**src/rtl/bipartite_pkg.sv**
```systemverilog
`default_nettype none
// ============================================================================
// Module      : bipartite_pkg
// Description : Shared constants and FSM state encoding for the bipartite
//               drain router.
//               N      - default number of ports per side of the fabric
//               IDX_W  - width of a port index
//               state_e - transfer FSM state encoding
// Revision    : 1.0 - initial release
// ============================================================================
package bipartite_pkg;

  localparam int N     = 16;
  localparam int IDX_W = 4;

  typedef enum logic [2:0] {
    S_IDLE  = 3'd0,
    S_ARB   = 3'd1,
    S_OPEN  = 3'd2,
    S_FLOW  = 3'd3,
    S_CLOSE = 3'd4
  } state_e;

endpackage : bipartite_pkg
`default_nettype wire

```
**src/rtl/rr_arbiter_16.sv**
```systemverilog
`default_nettype none
// ============================================================================
// Module      : rr_arbiter_16
// Description : Combinational round-robin selector. Returns the lowest set
//               request index at or above the pointer, wrapping at N.
// Ports       : req_i   [N]     request vector
//               ptr_i   [IDX_W] search start index
//               grant_o [IDX_W] selected index (0 when nothing is set)
//               valid_o         high when any request bit is set
// Revision    : 1.0 - initial release
// ============================================================================
module rr_arbiter_16 #(
  parameter int N = bipartite_pkg::N
) (
  input  logic [N-1:0]                    req_i,
  input  logic [bipartite_pkg::IDX_W-1:0] ptr_i,
  output logic [bipartite_pkg::IDX_W-1:0] grant_o,
  output logic                            valid_o
);

  import bipartite_pkg::*;

  logic [IDX_W-1:0] w_grant;
  logic             w_found;

  always_comb begin
    int               sum;
    logic [IDX_W-1:0] idx;
    w_grant = '0;
    w_found = 1'b0;
    sum     = 0;
    idx     = '0;
    // Scan N positions starting at the pointer; the first hit wins.
    for (int i = 0; i < N; i++) begin
      sum = int'(ptr_i) + i;
      if (sum >= N) begin
        sum = sum - N;
      end
      idx = IDX_W'(sum);
      if (!w_found && req_i[idx]) begin
        w_found = 1'b1;
        w_grant = idx;
      end
    end
  end

  assign grant_o = w_grant;
  assign valid_o = w_found;

endmodule : rr_arbiter_16
`default_nettype wire

```
**src/rtl/bipartite_drain_router_16.sv**
```systemverilog
`default_nettype none
// ============================================================================
// Module      : bipartite_drain_router_16
// Description : Serves drain requests from output ports back to input ports
//               one transfer at a time: arbitrate, open both valves, wait
//               for settle, flow until done/timeout/abort, close valves,
//               acknowledge the requester.
// Ports       : clk, rst_n      clock, asynchronous active-low reset
//               drain_req [N]   per-output-port drain request (level)
//               drain_dst [N*4] target input-port index per output port
//               flow_done       transfer complete, sampled in FLOW only
//               abort           forces OPEN/FLOW to CLOSE
//               out_valve [N]   one-hot output-side valve command
//               in_valve  [N]   one-hot input-side valve command
//               ack       [N]   one-cycle pulse in the last CLOSE cycle
//               busy            high whenever the FSM is not IDLE
//               timeout_err     one-cycle pulse on FLOW timeout (visible
//                               in the first CLOSE cycle)
// Revision    : 1.0 - initial release
// ============================================================================
module bipartite_drain_router_16 #(
  parameter int N             = bipartite_pkg::N,
  parameter int SETTLE_CYCLES = 4,
  parameter int FLOW_TIMEOUT  = 255
) (
  input  logic                            clk,
  input  logic                            rst_n,
  input  logic [N-1:0]                    drain_req,
  input  logic [N*bipartite_pkg::IDX_W-1:0] drain_dst,
  input  logic                            flow_done,
  input  logic                            abort,
  output logic [N-1:0]                    out_valve,
  output logic [N-1:0]                    in_valve,
  output logic [N-1:0]                    ack,
  output logic                            busy,
  output logic                            timeout_err
);

  import bipartite_pkg::*;

  localparam int          SEL_W       = $clog2(N * IDX_W);
  localparam logic [15:0] SETTLE_LAST = 16'(SETTLE_CYCLES - 1);
  localparam logic [15:0] FLOW_LAST   = 16'(FLOW_TIMEOUT - 1);

  state_e           state_q, state_d;
  logic [15:0]      cnt_q, cnt_d;
  logic [IDX_W-1:0] src_q, src_d;
  logic [IDX_W-1:0] dst_q, dst_d;
  logic [IDX_W-1:0] rr_ptr_q, rr_ptr_d;
  logic [N-1:0]     out_valve_q, out_valve_d;
  logic [N-1:0]     in_valve_q, in_valve_d;
  logic [N-1:0]     ack_q, ack_d;
  logic             busy_q, busy_d;
  logic             timeout_q, timeout_d;

  logic [IDX_W-1:0] arb_grant;
  logic             arb_valid;
  logic [SEL_W-1:0] dst_base;

  rr_arbiter_16 #(
    .N (N)
  ) u_arb (
    .req_i   (drain_req),
    .ptr_i   (rr_ptr_q),
    .grant_o (arb_grant),
    .valid_o (arb_valid)
  );

  assign dst_base = SEL_W'(int'(arb_grant) * IDX_W);

  // Next-state and transfer bookkeeping. src/dst are only written in ARB,
  // so later request or destination changes cannot disturb a transfer.
  always_comb begin
    state_d   = state_q;
    src_d     = src_q;
    dst_d     = dst_q;
    rr_ptr_d  = rr_ptr_q;
    timeout_d = 1'b0;
    unique case (state_q)
      S_IDLE: begin
        if (|drain_req) begin
          state_d = S_ARB;
        end
      end
      S_ARB: begin
        if (arb_valid) begin
          state_d  = S_OPEN;
          src_d    = arb_grant;
          dst_d    = drain_dst[dst_base +: IDX_W];
          rr_ptr_d = (arb_grant == IDX_W'(N - 1)) ? '0 : arb_grant + 1'b1;
        end else begin
          state_d = S_IDLE;
        end
      end
      S_OPEN: begin
        if (abort) begin
          state_d = S_CLOSE;
        end else if (cnt_q >= SETTLE_LAST) begin
          state_d = S_FLOW;
        end
      end
      S_FLOW: begin
        // flow_done outranks both abort and a coincident timeout.
        if (flow_done) begin
          state_d = S_CLOSE;
        end else if (abort) begin
          state_d = S_CLOSE;
        end else if (cnt_q >= FLOW_LAST) begin
          state_d   = S_CLOSE;
          timeout_d = 1'b1;
        end
      end
      S_CLOSE: begin
        if (cnt_q >= SETTLE_LAST) begin
          state_d = S_IDLE;
        end
      end
      default: begin
        state_d = S_IDLE;
      end
    endcase
  end

  // Counter restarts at zero on every state change and saturates.
  assign cnt_d = (state_d != state_q) ? 16'd0 :
                 (&cnt_q)             ? cnt_q : cnt_q + 16'd1;

  // Outputs are derived from the next state so that the registered values
  // line up exactly with the state they describe.
  always_comb begin
    out_valve_d = '0;
    in_valve_d  = '0;
    ack_d       = '0;
    busy_d      = (state_d != S_IDLE);
    if (state_d == S_OPEN || state_d == S_FLOW) begin
      out_valve_d[src_d] = 1'b1;
      in_valve_d[dst_d]  = 1'b1;
    end
    if (state_d == S_CLOSE && cnt_d == SETTLE_LAST) begin
      ack_d[src_d] = 1'b1;
    end
  end

  always_ff @(posedge clk or negedge rst_n) begin
    if (!rst_n) begin
      state_q     <= S_IDLE;
      cnt_q       <= '0;
      src_q       <= '0;
      dst_q       <= '0;
      rr_ptr_q    <= '0;
      out_valve_q <= '0;
      in_valve_q  <= '0;
      ack_q       <= '0;
      busy_q      <= 1'b0;
      timeout_q   <= 1'b0;
    end else begin
      state_q     <= state_d;
      cnt_q       <= cnt_d;
      src_q       <= src_d;
      dst_q       <= dst_d;
      rr_ptr_q    <= rr_ptr_d;
      out_valve_q <= out_valve_d;
      in_valve_q  <= in_valve_d;
      ack_q       <= ack_d;
      busy_q      <= busy_d;
      timeout_q   <= timeout_d;
    end
  end

  assign out_valve   = out_valve_q;
  assign in_valve    = in_valve_q;
  assign ack         = ack_q;
  assign busy        = busy_q;
  assign timeout_err = timeout_q;

endmodule : bipartite_drain_router_16
`default_nettype wire

```
**config.mk**
```make
export PLATFORM = sky130hd
export DESIGN_NAME = bipartite_drain_router_16
export DESIGN_NICKNAME = d
export VERILOG_FILES = /design/src/rtl/bipartite_pkg.sv /design/src/rtl/rr_arbiter_16.sv /design/src/rtl/bipartite_drain_router_16.sv
export SDC_FILE = /design/constraint.sdc
export NUM_CORES = 1
export LEC_CHECK = 0
export ABC_AREA = 1
export ABC_CLOCK_PERIOD_IN_PS = 4500
export CELL_PAD_IN_SITES_DETAIL_PLACEMENT = 1
export CELL_PAD_IN_SITES_GLOBAL_PLACEMENT = 1
export CORE_ASPECT_RATIO = 2
export CORE_MARGIN = 2
export CORE_UTILIZATION = 33
export CTS_CLUSTER_DIAMETER = 120
export DETAILED_ROUTE_END_ITERATION = 7
export PLACE_DENSITY = 0.83
export SLEW_MARGIN = 20
export SYNTH_ARGS = -nofsm -noshare
export SYNTH_HDL_FRONTEND = slang
export SYNTH_HIERARCHICAL = 1
export SYNTH_SLANG_ARGS = --single-unit
export TNS_END_PERCENT = 1
```
**constraint.sdc**
```tcl
create_clock -name clk -period 4.5 [get_ports clk]
set_input_delay 0.9 -clock clk [delete_from_list [all_inputs] [get_ports clk]]
set_output_delay 0.9 -clock clk [all_outputs]
set_load 0.1 [all_outputs]
```
==> impl_metrics.json <==
{
  "status": "complete, no violations",
  "diodes": 0,
  "avgSynthCellArea_um2": 6.79,
  "vias": 7039,
  "end_kind": "flop",
  "reg2reg_to": "in_valve[4]",
  "stdcell_count": 1327,
  "grt_max_degree": 82,
  "synth_enable_flop_cells": 0,
  "clock_sink_count": 81,
  "cts_inserted_buffers": 9,
  "dieHeight_um": 196,
  "finClkSkew_ns": 0.00578,
  "fp.dieW_um": 100,
  "timing.final.ws_setup_ns": 0.193,
  "required_ns": 4.76,
  "cts_tree": "done",
  "vias_per_cell": 5.30,
  "htreeDepth": 3,
  "grt_pass1_vias": 7849,
  "antenna_found_initial": 0,
  "hold_path.class": "flop to flop",
  "hold-path-cell-count": 2,
  "avgRoutedWirePerCell_um": 19.2,
  "tns_ns": 0,
  "drc": 0,
  "grt_first_pass_wirelength_um": 39400,
  "placedCellCount": 1309,
  "io_pins": 134,
  "wl_um": 25500,
  "muxShareOfSynthArea": 0,
  "synthDistinctLibCells": 47,
  "arrival_ns": 4.56,
  "yosysTopAreaCellShare": 0.332,
  "die-area_um2": 19700,
  "clock_path_buffers": 2,
  "worstMarginPinSlew_ns": 1.07,
  "final_layout_size_suffix_gt1_frac": 0.217,
  "n_fill_cell": 2317,
  "synth_nets": 994,
  "period_minus_slack_ns": 4.31,
  "r2r_start": "rr_ptr_q[1]",
  "core_area_um2": 18200,
  "area_growth_pct": 45.4,
  "fin_util": 0.487,
  "cp_max_fo": 28,
  "final-setup-viol-count": 0,
  "dp_worst_setup_slack_ns": -0.420,
  "hold_violations": 0,
  "path_class": "flop to flop",
  "synth_xor_area_frac": 0.0309,
  "root_buffer": "clkbuf_16",
  "rows": 70,
  "cap_violations": 0,
  "initial_core_util": 0.335,
  "nets": 1200,
  "yosys_warnings": 6,
  "slew_headroom": 0.286,
  "synth_compound_gate_area_share": 0.0914,
  "cts.clk_slew.worst_paths_ns": 0.06,
  "overflow": 0,
  "finalCritPeriodShare": 0.957,
  "hold_end": "dst_q[3]",
  "synthAdderAreaFrac": 0.0205,
  "synthesis.area_um2": 6110,
  "min-delay-start": "dst_q[3]",
  "synth_area_leaders": "dfrtp_1 (33%), nand2_1 (11%), nor2_1 (10%)",
  "slew_viol_final": 0,
  "synth.top_cells.by_count": "nand2_1 (178), nor2_1 (162), nand3_1 (120)",
  "yosys.area_share.simple": 0.429,
  "synth_async_sr_flop_share": 1.00,
  "synth_seq_area_share": 0.332,
  "grt_setup_unrepaired": "true",
  "port-buffer-count": 133,
  "route.antenna.remaining_nets": 0,
  "gp_congestion": 0.994,
  "clk_latency_ns": 0.34,
  "cp-start-kind": "flop",
  "drt_iter0_drc": 200,
  "r2r_slack_ns": 0.19,
  "synth.most_common_cell": "nand2_1",
  "synth_top_area_cell": "dfrtp_1",
  "fmax_mhz": 232,
  "grt.total_usage": 0.257,
  "first_pass_iters": 4,
  "synthCells": 900,
  "rr_worst_depth": 27,
  "synth_top_family_by_area": "simple AND/OR/NAND/NOR gates",
  "ys_seq_elements": 81,
  "synthFlopType": "dfrtp_1",
  "hpwlAfterDp_um": 20100
}
area by class of cell:
class / instances / area, µm² / area share
multi-input cells: 675 / 3750 / 0.422
repair buffers: 220 / 2080 / 0.234
flip-flops and latches: 81 / 2030 / 0.228
inverters: 119 / 449 / 0.0506
well taps: 216 / 270 / 0.0304
clock buffers: 11 / 243 / 0.0273
clock inverters: 5 / 61.3 / 0.00691
sequential cells by signal (all words and copies together), names as in the netlist:
register	count
state_q	3
ack	16
out_valve	16
in_valve	16
rr_ptr_q	4
busy	1
dst_q	4
cnt_q	16
timeout_err	1
src_q	4
per-stage QoR:
stage	area, µm²	hold slack (ns)
6_report	8880	0.530
5_1_grt	8880	0.557
4_1_cts	8580	0.540
3_5_place_dp	8240	0.558
3_3_place_gp	8240	0.521
2_1_floorplan	6110	0.444
routing by layer:
| layer | GRT usage | vias up | wire length (µm) |
|---|---|---|---|
| met2 | 0.504 | 156 | 15000 |
| met4 | 0.186 | 0 | 1690 |
| met5 | 0 | - | 0 |
| met3 | 0.0291 | 93 | 562 |
| met1 | 0.232 | 3479 | 8230 |
| li1 | - | 3311 | - |
critical path, stage by stage, from the launching register on:
cell and delay (ns):
dfrtp_1 0.39, inv_1 0.18, buf_4 0.23, ha_1 0.18, nand2_2 0.06, nand2_2 0.10, xor2_1 0.23, nand3_1 0.12
nand2_2 0.14, nand4_1 0.16, nor2_4 0.19, nand4_4 0.11, nor2_4 0.18, nand4_4 0.10, nor2_2 0.14, nand4_1 0.09
nand2_1 0.11, nand2_1 0.06, nand2_2 0.10, inv_1 0.07, buf_12 0.16, o21ai_0 0.15, o22ai_1 0.09, o21ai_0 0.27
o21ai_2 0.12, nor2_4 0.22, nand3_2 0.11, nor2_1 0.16
cell usage in the layout (no fill, tap or decap), types with 2 or more instances in the layout:
cell             synthesis  final
or3_1                    2      2
buf_4                    2     81
nand4_1                 20     20
nand3_2                  5     16
dlymetal6s2s_1           0     16
nand2_4                  1      2
nand3_1                120    108
xnor2_1                  7      6
a31oi_1                  2      2
xor2_1                   9      8
o21ai_0                 46     33
nand2_1                178    152
nand3_4                  2      3
clkbuf_16                0      9
or2_1                    2      2
buf_12                   0      3
inv_2                   10     16
ha_1                    10     10
dfrtp_1                 81     81
inv_1                  108    102
nor2_4                  17     18
inv_6                    0      2
nor3_1                   5      5
a211oi_1                 3      3
o21ai_2                  0      5
o22ai_1                 15     14
o21ai_1                  3     11
or2_2                    4      4
buf_6                    2      3
nor2_1                 162    151
a21oi_1                 17     16
clkdlybuf4s50_1          0    116
nor2_2                   5     15
xor2_2                   3      3
nand2_2                 13     38
o211ai_1                 4      4
nand4_4                  1      3
nor3_2                   5      5
nand3b_1                 2      2
cells by family (layout without fill, tap and decap cells):
| kind of cell | after synthesis | after routing |
|---|---|---|
| AOI/OAI and AO/OA | 98 | 98 |
| adders and majority gates | 10 | 10 |
| DFF | 81 | 81 |
| and+or+nand+nor | 548 | 548 |
| buffers and inverters | 144 | 355 |
| xor gates and xnor gates | 19 | 19 |
timing repair:
item | 4_1_cts | 5_1_grt
pin swaps | 1 | 20
hold buffers | 0 | 0
resized for setup | 6 | 99
buffers inserted | 0 | 2
endpoints found under the setup margin | 16 | 51
how the worst max path moves through the flow:
stage,from,endpoint,depth (start not counted)
6_report,rr_ptr_q[1],in_valve[4],27
5_1_grt,rr_ptr_q[1],in_valve[4],28
4_1_cts,rr_ptr_q[1],in_valve[9],29
3_5_place_dp,drain_req[15],in_valve[9],30
3_3_place_gp,drain_req[15],in_valve[9],30
2_1_floorplan,rr_ptr_q[1],in_valve[6],32
Power is not shown: default switching activity piles up to over one toggle a cycle in this logic, so the estimate is an artifact.
